**src/rtl/stall_ctrl_gen_pkg.sv**
```systemverilog
// stall_ctrl_gen_pkg: stage indices, stall bus type and default masks for the stall controller
package stall_ctrl_gen_pkg;
   localparam int STALL_W = 7;
   localparam int STG_INT_MA = 0;
   localparam int STG_IF = 1;
   localparam int STG_ID = 2;
   localparam int STG_EX = 3;
   localparam int STG_MEM = 4;
   localparam int STG_WB = 5;
   localparam int STG_INT_IF = 6;
   typedef logic [STALL_W-1:0] stall_bus_t;
   function automatic stall_bus_t stg(input int s);
      return stall_bus_t'(1) << s;
   endfunction
   localparam stall_bus_t zero7 = '0;
   localparam stall_bus_t MASK_MEM_MA = stg(STG_INT_MA) | stg(STG_IF) | stg(STG_ID) | stg(STG_EX) | stg(STG_MEM) | stg(STG_INT_IF);
   localparam stall_bus_t MASK_ID_DATA = stg(STG_IF) | stg(STG_ID);
   localparam stall_bus_t MASK_IF_B = stg(STG_ID);
   localparam stall_bus_t MASK_IF_MEM = stg(STG_IF);
   localparam logic [4*STALL_W-1:0] DEF_SRC_MASK = {MASK_IF_MEM, MASK_IF_B, MASK_ID_DATA, MASK_MEM_MA};
   localparam stall_bus_t DEF_RDY_MASK = stg(STG_IF) | stg(STG_ID) | stg(STG_EX) | stg(STG_MEM) | stg(STG_WB);
   localparam stall_bus_t DEF_FLUSH_MASK = stg(STG_IF) | stg(STG_ID);
endpackage

```
**src/rtl/stall_ctrl_gen_hold_ctr.sv**
```systemverilog
// stall_hold_ctr: rising-edge detect plus minimum-hold extension for one stall source
module stall_hold_ctr #(
   parameter bit HOLD = 1'b0,
   parameter int MIN_STALL = 2
) (
   input  logic clk,
   input  logic rst,
   input  logic rdy,
   input  logic req,
   output logic eff
);
   localparam int CW = $clog2(MIN_STALL + 1);
   logic req_q;
   logic [CW-1:0] cnt;
   // Everything freezes while rdy is low, so a hold resumes where it left off.
   always_ff @(posedge clk or negedge rst) begin
      if (!rst) begin
         req_q <= 1'b0;
         cnt <= '0;
      end else if (rdy) begin
         req_q <= req;
         cnt <= (HOLD && req && !req_q) ? CW'(MIN_STALL - 1) : (cnt != '0) ? cnt - 1'b1 : cnt;
      end
   end
   assign eff = req | (cnt != '0);
endmodule

```
**src/rtl/stall_ctrl_gen.sv**
```systemverilog
// stall_ctrl_gen: resolves stall sources into per-stage stall/flush, with watchdog and stall counter
module stall_ctrl_gen
   import stall_ctrl_gen_pkg::*;
#(
   parameter int STAGES = STALL_W,
   parameter int SRC = 4,
   parameter logic [SRC*STAGES-1:0] SRC_MASK = DEF_SRC_MASK,
   parameter logic [STAGES-1:0] RDY_MASK = DEF_RDY_MASK,
   parameter int MERGE = 0,
   parameter logic [SRC-1:0] HOLD_MASK = 4'b0100,
   parameter int MIN_STALL = 2,
   parameter logic [STAGES-1:0] FLUSH_MASK = DEF_FLUSH_MASK,
   parameter int WDOG_LIMIT = 1024
) (
   input  logic clk,
   input  logic rst,
   input  logic rdy,
   input  logic [SRC-1:0] req,
   input  logic flush_in,
   input  logic perf_clr,
   output logic [STAGES-1:0] stall,
   output logic [STAGES-1:0] flush,
   output logic [$clog2(SRC)-1:0] active_src,
   output logic active_vld,
   output logic wdog_err,
   output logic [31:0] stall_cnt
);
   localparam int AW = $clog2(SRC);
   localparam int WW = $clog2(WDOG_LIMIT + 2);
   logic [SRC-1:0] eff;
   logic [STAGES-1:0] pri, any_or;
   logic [AW-1:0] win;
   logic flush_pend, fl, stalled;
   logic [WW-1:0] wcnt, wnext;
   for (genvar g = 0; g < SRC; g++) begin : g_hold
      stall_hold_ctr #(.HOLD(HOLD_MASK[g]), .MIN_STALL(MIN_STALL)) u_hold (
         .clk(clk), .rst(rst), .rdy(rdy), .req(req[g]), .eff(eff[g])
      );
   end
   // Walk downwards so the lowest effective index wins the priority select.
   always_comb begin
      pri = '0;
      any_or = '0;
      win = '0;
      for (int i = SRC - 1; i >= 0; i--) begin
         if (eff[i]) begin
            pri = SRC_MASK[i*STAGES +: STAGES];
            win = AW'(i);
         end
      end
      for (int i = 0; i < SRC; i++) begin
         if (eff[i]) any_or = any_or | SRC_MASK[i*STAGES +: STAGES];
      end
   end
   // A flush waits behind the top-priority source so it never cuts a memory stall short.
   assign fl = rst & rdy & ~eff[0] & (flush_in | flush_pend);
   assign stall = !rst ? '0 : !rdy ? RDY_MASK : ((MERGE != 0) ? any_or : pri) & ~(fl ? FLUSH_MASK : '0);
   assign flush = fl ? FLUSH_MASK : '0;
   assign active_vld = rst & rdy & (|eff);
   assign active_src = rst ? win : '0;
   assign stalled = rdy & (|stall);
   assign wnext = !stalled ? '0 : (wcnt == WW'(WDOG_LIMIT)) ? wcnt : wcnt + 1'b1;
   always_ff @(posedge clk or negedge rst) begin
      if (!rst) begin
         flush_pend <= 1'b0;
         wcnt <= '0;
         wdog_err <= 1'b0;
         stall_cnt <= '0;
      end else begin
         flush_pend <= ~fl & (flush_pend | flush_in);
         if (rdy) begin
            wcnt <= wnext;
            if (WDOG_LIMIT != 0 && wnext == WW'(WDOG_LIMIT)) wdog_err <= 1'b1;
         end
         if (perf_clr) stall_cnt <= '0;
         else if (stalled && stall_cnt != 32'hFFFF_FFFF) stall_cnt <= stall_cnt + 32'd1;
      end
   end
endmodule

```
**config.mk**
```make
export PLATFORM = sky130hd
export DESIGN_NAME = stall_ctrl_gen
export DESIGN_NICKNAME = d
export VERILOG_FILES = /design/src/rtl/stall_ctrl_gen_pkg.sv /design/src/rtl/stall_ctrl_gen_hold_ctr.sv /design/src/rtl/stall_ctrl_gen.sv
export SDC_FILE = /design/constraint.sdc
export NUM_CORES = 1
export LEC_CHECK = 0
export ABC_AREA = 1
export BUFFER_PORTS_ARGS = -buffer_cell sky130_fd_sc_hd__clkbuf_2
export CAP_MARGIN = 20
export CORE_MARGIN = 2
export CORE_UTILIZATION = 55
export CTS_CLUSTER_DIAMETER = 50
export DETAILED_ROUTE_END_ITERATION = 16
export GPL_ROUTABILITY_DRIVEN = 0
export GPL_TIMING_DRIVEN = 0
export PLACE_DENSITY = 0.78
export SLEW_MARGIN = 20
export SYNTH_ARGS = -nofsm -noshare
export SYNTH_HDL_FRONTEND = slang
export SYNTH_SLANG_ARGS = --single-unit
```
**constraint.sdc**
```tcl
create_clock -name clk -period 4.15 [get_ports clk]
set_clock_uncertainty 0.2 [all_clocks]
set_input_delay 0.2075 -clock clk [delete_from_list [all_inputs] [get_ports clk]]
set_output_delay 0.2075 -clock clk [all_outputs]
set_load 0.01 [all_outputs]
```
### After elaboration in Yosys (flattened, before gate mapping)

Cells that the tools add are included.

* flip-flop bits (word level): 54
* input bits: 9
* output and inout port bits: 50

* add/sub/neg operators: 6
* eq/ne operators: 3
* mux-type cells: 18
* bitwise operators: 15
* reduce and logical (&&, ||, !) cells: 16

Operators by type and width (count)
* $mux 32: 2
* $add 32x1->32 const B: 1
* $ne 32x32->1 const B: 1
* $eq 11x11->1 const B: 2
* $mux 11: 2
* $mux 7: 3
* $mux 2: 8
* $reduce_bool 2->1: 6
* $add 11x1->11 const B: 1
* $reduce_and 2->1: 5
* $mux 3: 3
* $sub 2x1->2 const B: 4
* $and 7x7->7: 1
* $not 7->7: 1
* $reduce_or 7->1: 1
* $and 1x1->1: 6
* $or 1x1->1: 5
* $reduce_or 4->1: 1
* $logic_and 1x1->1: 2
* $not 1->1: 2
* $logic_not 1->1: 1

### Depth between registers and ports, before layout

Gate-level depths: netlist of run 1.

* word-level depth: 15
* mapped depth: 16

### By module

Synthesis of run 1 repeated with hierarchy kept, for this count alone.

* cells, all modules: 554
* area, all modules: 3706.1 um2

By module, submodules not included
* stall_ctrl_gen: instances 1, cells an instance 487, area an instance 3198.1 um2
* stall_hold_ctr (g_hold[0].u_hold ...): instances 3, cells an instance 15, area an instance 112.6 um2
* stall_hold_ctr (g_hold[2].u_hold): instances 1, cells an instance 22, area an instance 170.2 um2

### Worst setup path after synthesis of run 1

OpenSTA, ideal clock, no wires.

* path type: flip-flop to flip-flop
* from: register g_hold[0].u_hold.cnt[0]
* to: register stall_cnt[24]
* arrival: 1.692 ns
* path slack: 2.141 ns
* cell stages (with the launch flop): 16
* path buffers: 2
* path through: dfrtp_1 > inv_1 > ha_1 > nand2_2 > nor2_1 > nand3_1 > nand3_1 > nand2_4 > nand2_4 > inv_2 > nand2_2 > nand2_2 > buf_6 > buf_6 > nand2_1 > nand2_1

* word-level cells in the longest chain between the ends: 14

Ends and longest elaborated chain
* start: declaration: line stall_ctrl_gen_hold_ctr.sv:14 `logic [CW-1:0] cnt;`
* start signal: assignment: line stall_ctrl_gen_hold_ctr.sv:22 `cnt <= (HOLD && req && !req_q) ? CW'(MIN_STALL - 1) : (cnt != '0) ? cnt - 1'b1 : cnt;`
* $reduce_bool 2->1 *: line stall_ctrl_gen_hold_ctr.sv:25 `assign eff = req | (cnt != '0);`
* $or 1x1->1 *: line stall_ctrl_gen_hold_ctr.sv:25
* $not 1->1: line stall_ctrl_gen.sv:56 `assign fl = rst & rdy & ~eff[0] & (flush_in | flush_pend);`
* $and 1x1->1 (2 in a row): line stall_ctrl_gen.sv:56
* $mux 3: line stall_ctrl_gen.sv:57 `assign stall = !rst ? '0 : !rdy ? RDY_MASK : ((MERGE != 0) ? any_or : pri) & ~(fl ? FLUSH_MASK : '0);`
* $not 7->7: line stall_ctrl_gen.sv:57
* $and 7x7->7 *: line stall_ctrl_gen.sv:57
* $mux 7 * (2 in a row): line stall_ctrl_gen.sv:57
* $reduce_or 7->1 *: line stall_ctrl_gen.sv:61 `assign stalled = rdy & (|stall);`
* $and 1x1->1 *: line stall_ctrl_gen.sv:61
* $logic_and 1x1->1 *: line stall_ctrl_gen.sv:76 `else if (stalled && stall_cnt != 32'hFFFF_FFFF) stall_cnt <= stall_cnt + 32'd1;`
* $reduce_bool 2->1 (no source line) *
* end signal: assignment: line stall_ctrl_gen.sv:76
* end: declaration: line stall_ctrl_gen.sv:26 `output logic [31:0] stall_cnt`

Mark *: on every way between the ends. The rest lies on a longest branch, timed or not.
A chain may end at the register's enable or synchronous reset.

### Worst setup path after layout of run 1

* from: input rst
* to: register stall_cnt[8]

* word-level cells in the longest chain between the ends: 12

Ends and longest elaborated chain
* start: declaration: line stall_ctrl_gen.sv:16 `input logic rst,`
* $and 1x1->1 (3 in a row): line stall_ctrl_gen.sv:56
* $mux 3: line stall_ctrl_gen.sv:57
* $not 7->7: line stall_ctrl_gen.sv:57
* $and 7x7->7: line stall_ctrl_gen.sv:57
* $mux 7: line stall_ctrl_gen.sv:57
* $mux 7 *: line stall_ctrl_gen.sv:57
* $reduce_or 7->1 *: line stall_ctrl_gen.sv:61
* $and 1x1->1 *: line stall_ctrl_gen.sv:61
* $logic_and 1x1->1 *: line stall_ctrl_gen.sv:76
* $reduce_bool 2->1 (no source line) *

Marks and branches as above.

==> results_dict.tcl, run 1 <==
set metrics [dict create \
    grt_pass1_vias 3173 \
    grtUsageTotal 0.248 \
    cts_num_sinks 54 \
    drive_above_1_share 0.154 \
    cts_tree "yes" \
    cp.required_ns 4.17 \
    slew_headroom 0.629 \
    cts_buffers 5 \
    syn_area_um2 3570 \
    routedWlPerCell_um 13.1 \
    ir_drop_uv 188 \
    status "complete, no violations" \
    ys_warn_count 0 \
    dp_slack_ns 1.62 \
    drc 0 \
    dpl.hpwl_um 6620 \
    hold_ws_ns 0.110 \
    fillCellCount 566 \
    pwr_density_cell_nw_per_um2 322 \
    cp_max_fo 36 \
    cts_resized 0 \
    mostFrequentLayoutCells "nand2_1, nor2_1, inv_1" \
    cts.path.max_buffers 2 \
    worst_ep_arrival_time_ns 2.72 \
    h-tree-depth 2 \
    fin_nets 595 \
    dp_cells 646 \
    maxCapViolations 0 \
    start_kind "input port" \
    postRouteWirelength_um 8570 \
    globalRouteOverflowTotal 0 \
    vias_per_cell 5.30 \
    netlist_instances 512 \
    slew_viol_final 0 \
    end_kind "flip-flop" \
    coreArea_um2 6310 \
    vias 3474 \
    finalCritPeriodShare 0.652 \
    clk_latency_ns 0.31 \
    antenna_found_initial 0 \
    fp.dieW_um 84.6 \
    fin_cells 656 \
    synth_top_cell_area_share 0.378 \
    syn_area_per_cell_um2 6.97 \
    synth_top_cell_by_area "dfrtp_1" \
    drt_iter0_drc 224 \
    chipHeight_um 84.6 \
    start_util 0.566 \
    clk_pin_slew_ns 0.10 \
    fin_crit_ns 2.70 \
    cts-root-buf "clkbuf_8" \
    grt_pass1_wl_um 14600 \
    rows 29 \
    path_class "input port to flip-flop" \
    min_path_type "input port to flip-flop" \
    grt_setup_unrepaired "false" \
    setup_slack_ns 1.45 \
    ys_seq_elements 54 \
    placed_area_um2 3970 \
    ys_top_cells_by_area "dfrtp_1, nand2_1, xor2_1" \
    synth-seq-area-share 0.378 \
    synth.distinct_cells 31 \
    final_common_cell "nand2_1" \
    die_area_um2 7150 \
    grt_max_degree 37 \
    ant_nets 0 \
    port_buffers 52 \
    setup_viol 0 \
    p_leak_nw 2.04 \
    final_cell_area_um2 4110 \
    tns_ns 0 \
    hold_viol 0 \
    fmax_ghz 0.370 \
    ios 59 \
    antenna_cells 0 \
    worst_slew_pin_slew_ns 0.556 \
    drt_pass1_iterations 6 \
    area_growth_pct 15.0 \
]
## power by group
group	internal, mW	switching (mW)	total, mW
clock network	0.193	0.168	0.361
registers	0.586	0.0390	0.625
logic	0.134	0.205	0.338
## worst max-delay path, cell delays in order
cell,delay [ns]
dlygate4sd3_1,0.53
clkbuf_4,0.34
buf_12,0.26
nand2_1,0.14
nor2_2,0.14
nand2_1,0.09
nand3_1,0.16
nand2_4,0.11
nand2_4,0.09
inv_2,0.06
nand2_2,0.06
nand2_2,0.07
clkbuf_2,0.21
o21ai_0,0.24
## path summary, 6_finish.rpt
| check | start | slack (ns) | depth (start not counted) | to |
|---|---|---|---|---|
| max | rst | 1.45 | 14 | stall_cnt[8]$_DFFE_PN0P_ |
| min | req[0] | 0.11 | 5 | flush_pend$_DFF_PN0_ |
| max reg2reg | stall_cnt[1]$_DFFE_PN0P_ | 1.83 | 10 | stall_cnt[8]$_DFFE_PN0P_ |
| min reg2reg | wdog_err$_DFFE_PN0P_ | 0.28 | 2 | wdog_err$_DFFE_PN0P_ |
| max in group asynchronous | rst | 3.10 | 3 | stall_cnt[1]$_DFFE_PN0P_ |
| min in group asynchronous | rst | 0.16 | 2 | wcnt[7]$_DFFE_PN0P_ |
## Yosys cell counts
library cell,number
nand2_4,2
clkbuf_2,1
inv_2,3
xnor2_1,7
a21oi_1,4
nor2_1,66
o21ai_1,1
inv_1,55
nand4_1,4
buf_4,9
nor2_2,2
nand2_2,3
o22ai_1,1
nand3b_1,1
ha_1,7
o31ai_1,1
nand2_1,158
xor2_1,29
a211oi_1,1
o21ai_0,29
nor4_1,1
buf_6,4
nor3_1,20
buf_2,2
or2_2,3
dfrtp_1,54
conb_1,1
a22o_1,1
nor3b_1,4
nand3_1,34
clkbuf_1,4
## cell type report
class / instances / area (um2) / area share
buffer: 20 / 143 / 0.0347
multi-input combinational: 384 / 1870 / 0.456
clock inverter: 1 / 30.0 / 0.00731
sequential: 54 / 1350 / 0.329
tap: 77 / 96.3 / 0.0235
clock buffer: 6 / 82.6 / 0.0201
inverter: 58 / 218 / 0.0530
timing repair buffer: 56 / 313 / 0.0761
## metal layers
metal | track usage | vias up | wire, um
met5 | 0 | - | 0
met4 | 0.0620 | 0 | 142
met3 | 0.0334 | 16 | 612
met2 | 0.392 | 139 | 3820
met1 | 0.361 | 1600 | 3990
li1 | - | 1719 | -
## flip-flops by register name, indices dropped and copies added (netlist names)
signal,count
wcnt,11
stall_cnt,32
flush_pend,1
g_hold.u_hold.cnt,8
g_hold.u_hold.req_q,1
wdog_err,1
## through the flow
step	power [mW]	utilization
global route	1.41	0.651
detailed placement	0.973	0.628
floorplan	0.877	-
CTS	1.34	0.651
finish	1.32	0.651
global placement	0.950	0.624
## cell families (layout without fill, tap and decap cells)
| family | after synthesis | count (layout) | synth area share |
|---|---|---|---|
| AND/OR/NAND/NOR | 298 | 298 | 0.351 |
| other | 1 | 5 | 0.00105 |
| AO/OA/AOI/OAI | 38 | 38 | 0.0561 |
| flip-flops | 54 | 54 | 0.378 |
| XOR/XNOR | 36 | 36 | 0.0883 |
| buffers and inverters | 78 | 141 | 0.101 |
| adder cells (fa/ha/maj) | 7 | 7 | 0.0245 |
## repair_timing
action                    in CTS  in global routing
setup buffers                  0                  0
hold endpoints to repair      56                  0
hold buffers                   3                  0
(Power assumes the default switching activity.)
==> run 2, diff against run 1 <==
CORE_UTILIZATION = 51   (was 55)
PLACE_DENSITY = 0.76   (was 0.78)
clock period = 2.2 ns   (was 4.15 ns; I/O delays follow)
==> run 2 against run 1 <==
Hold slack got worse by 0.078 ns. Design area rose by 5.5%. Combinational power increased by 130%. Utilization down 1.3 points. Sequential share of layout area is 1.7 points lower. Worst setup slack worse by 1.4 ns. Critical path depth decreased by 2. Wire length up 7.4%.
==> results_dict.tcl, run 2 (synthesis results as in run 1) <==
set metrics [dict create \
    status "complete, no violations" \
    end_kind "flip-flop" \
    mostFrequentLayoutCells "nand2_1, nor2_1, dfrtp_1" \
    largest_reg_flops 32 \
    cts-root-buf "clkbuf_8" \
    cts_num_sinks 54 \
    ant_nets 0 \
    final_common_cell "nand2_1" \
    p_leak_nw 2.11 \
    path_class "flip-flop to flip-flop" \
    fp.dieW_um 87.7 \
    cts_tree "yes" \
    drt_pass1_iterations 5 \
    crit_path_top_delay_cell "dfrtp_1" \
    cts_buffers 5 \
    worst_ep_arrival_time_ns 2.12 \
    die_area_um2 7690 \
    final_core_util 0.638 \
    ios 59 \
    slew_headroom 0.658 \
    antenna_found_initial 0 \
    finalCritPeriodShare 0.958 \
    antenna_cells 0 \
    total_power_mw 2.50 \
    start_kind "flip-flop" \
    grt_max_degree 30 \
    vias 3613 \
    setup_slack_ns 0.0927 \
    fin_nets 606 \
    maxCapViolations 0 \
    hold_ws_ns 0.0320 \
    slew_viol_final 0 \
    vias_per_cell 5.27 \
    min_path_type "input port to flip-flop" \
    cp_cell_sequence "ha_1, nand2_2, nor2_2, nand2_2, nor2_2, nand2_1, nand2_2, nand2_4, buf_8, clkbuf_16, nand2_1, nand2_1" \
    dp_cells 665 \
    pwr_density_cell_nw_per_um2 577 \
    ir_drop_uv 410 \
    top_register "stall_cnt" \
    clk_pin_slew_ns 0.10 \
    grt_pass1_wl_um 14700 \
    cp.required_ns 2.21 \
    fmax_ghz 0.475 \
    grtUsageTotal 0.244 \
    chipHeight_um 87.7 \
    drt_iter0_drc 283 \
    globalRouteOverflowTotal 0 \
    fin_cells 686 \
    dpl.hpwl_um 6610 \
    dp_slack_ns -0.0981 \
    routedWlPerCell_um 13.4 \
    coreArea_um2 6790 \
    setup_viol 0 \
    max_stage_delay_ns 0.39 \
    worst_slew_pin_slew_ns 0.512 \
    postRouteWirelength_um 9200 \
    port_buffers 52 \
    fin_crit_ns 2.11 \
    area_growth_pct 21.3 \
    start_util 0.526 \
    h-tree-depth 2 \
    grt_pass1_vias 3236 \
    reg_top3 "stall_cnt (32), wcnt (11), g_hold.u_hold.cnt (8)" \
    drc 0 \
    clk_latency_ns 0.31 \
    fillCellCount 606 \
    hold_viol 0 \
    cp_max_fo 6 \
    cts.path.max_buffers 2 \
    rows 30 \
    drive_above_1_share 0.202 \
]
## run 2: where the power goes
group	internal, mW	switching (mW)
Combinational	0.331	0.446
Sequential	1.11	0.0765
Clock	0.221	0.321
## run 2: path summary, 6_finish.rpt
check,from,endpoint,slack [ns],cells past startpoint
max,stall_cnt[0]$_DFFE_PN0P_,stall_cnt[13]$_DFFE_PN0P_,0.09,12
min,perf_clr,stall_cnt[8]$_DFFE_PN0P_,0.03,4
max reg2reg,stall_cnt[0]$_DFFE_PN0P_,stall_cnt[13]$_DFFE_PN0P_,0.09,12
min reg2reg,wdog_err$_DFFE_PN0P_,wdog_err$_DFFE_PN0P_,0.28,2
max in group asynchronous,rst,stall_cnt[22]$_DFFE_PN0P_,1.26,4
min in group asynchronous,rst,flush_pend$_DFF_PN0_,0.15,3
## run 2: metal layers
layer,vias to the layer above,routed length [um],global-route usage
met2,166,4220,0.386
met4,0,256,0.0951
met1,1659,4070,0.333
met5,-,0,0
met3,31,650,0.0462
li1,1757,-,-
## run 2: per-stage QoR
step | instance area, um2 | setup TNS (ns)
2_1_floorplan | 3590 | 0
3_3_place_gp | 3970 | -33.93
3_5_place_dp | 3990 | -1.66
4_1_cts | 4170 | 0
5_1_grt | 4330 | -0.124
6_report | 4330 | 0
## run 2: repair_timing
item	4_1_cts	5_1_grt
resized for setup	6	30
hold endpoints to repair	56	0
gates cloned	0	2
pin swaps	2	3
setup buffers	3	4
hold buffers	5	0
endpoints found under the setup margin	30	30
## run 2: cell type report
class,count,area (um2),area share
Tap cell,96,120,0.0277
Sequential cell,54,1350,0.312
Inverter,58,223,0.0514
Multi-Input combinational cell,384,1960,0.452
Timing Repair Buffer,67,445,0.103
Buffer,20,159,0.0367
Clock buffer,7,76.3,0.0176
## run 2: critical path, delay by kind of cell, from the launching register on
family / cells / cell delay [ns]
adder cells (fa/ha/maj): 1 / 0.22
buffers and inverters: 2 / 0.31
flip-flops: 1 / 0.39
AND/OR/NAND/NOR: 9 / 0.88
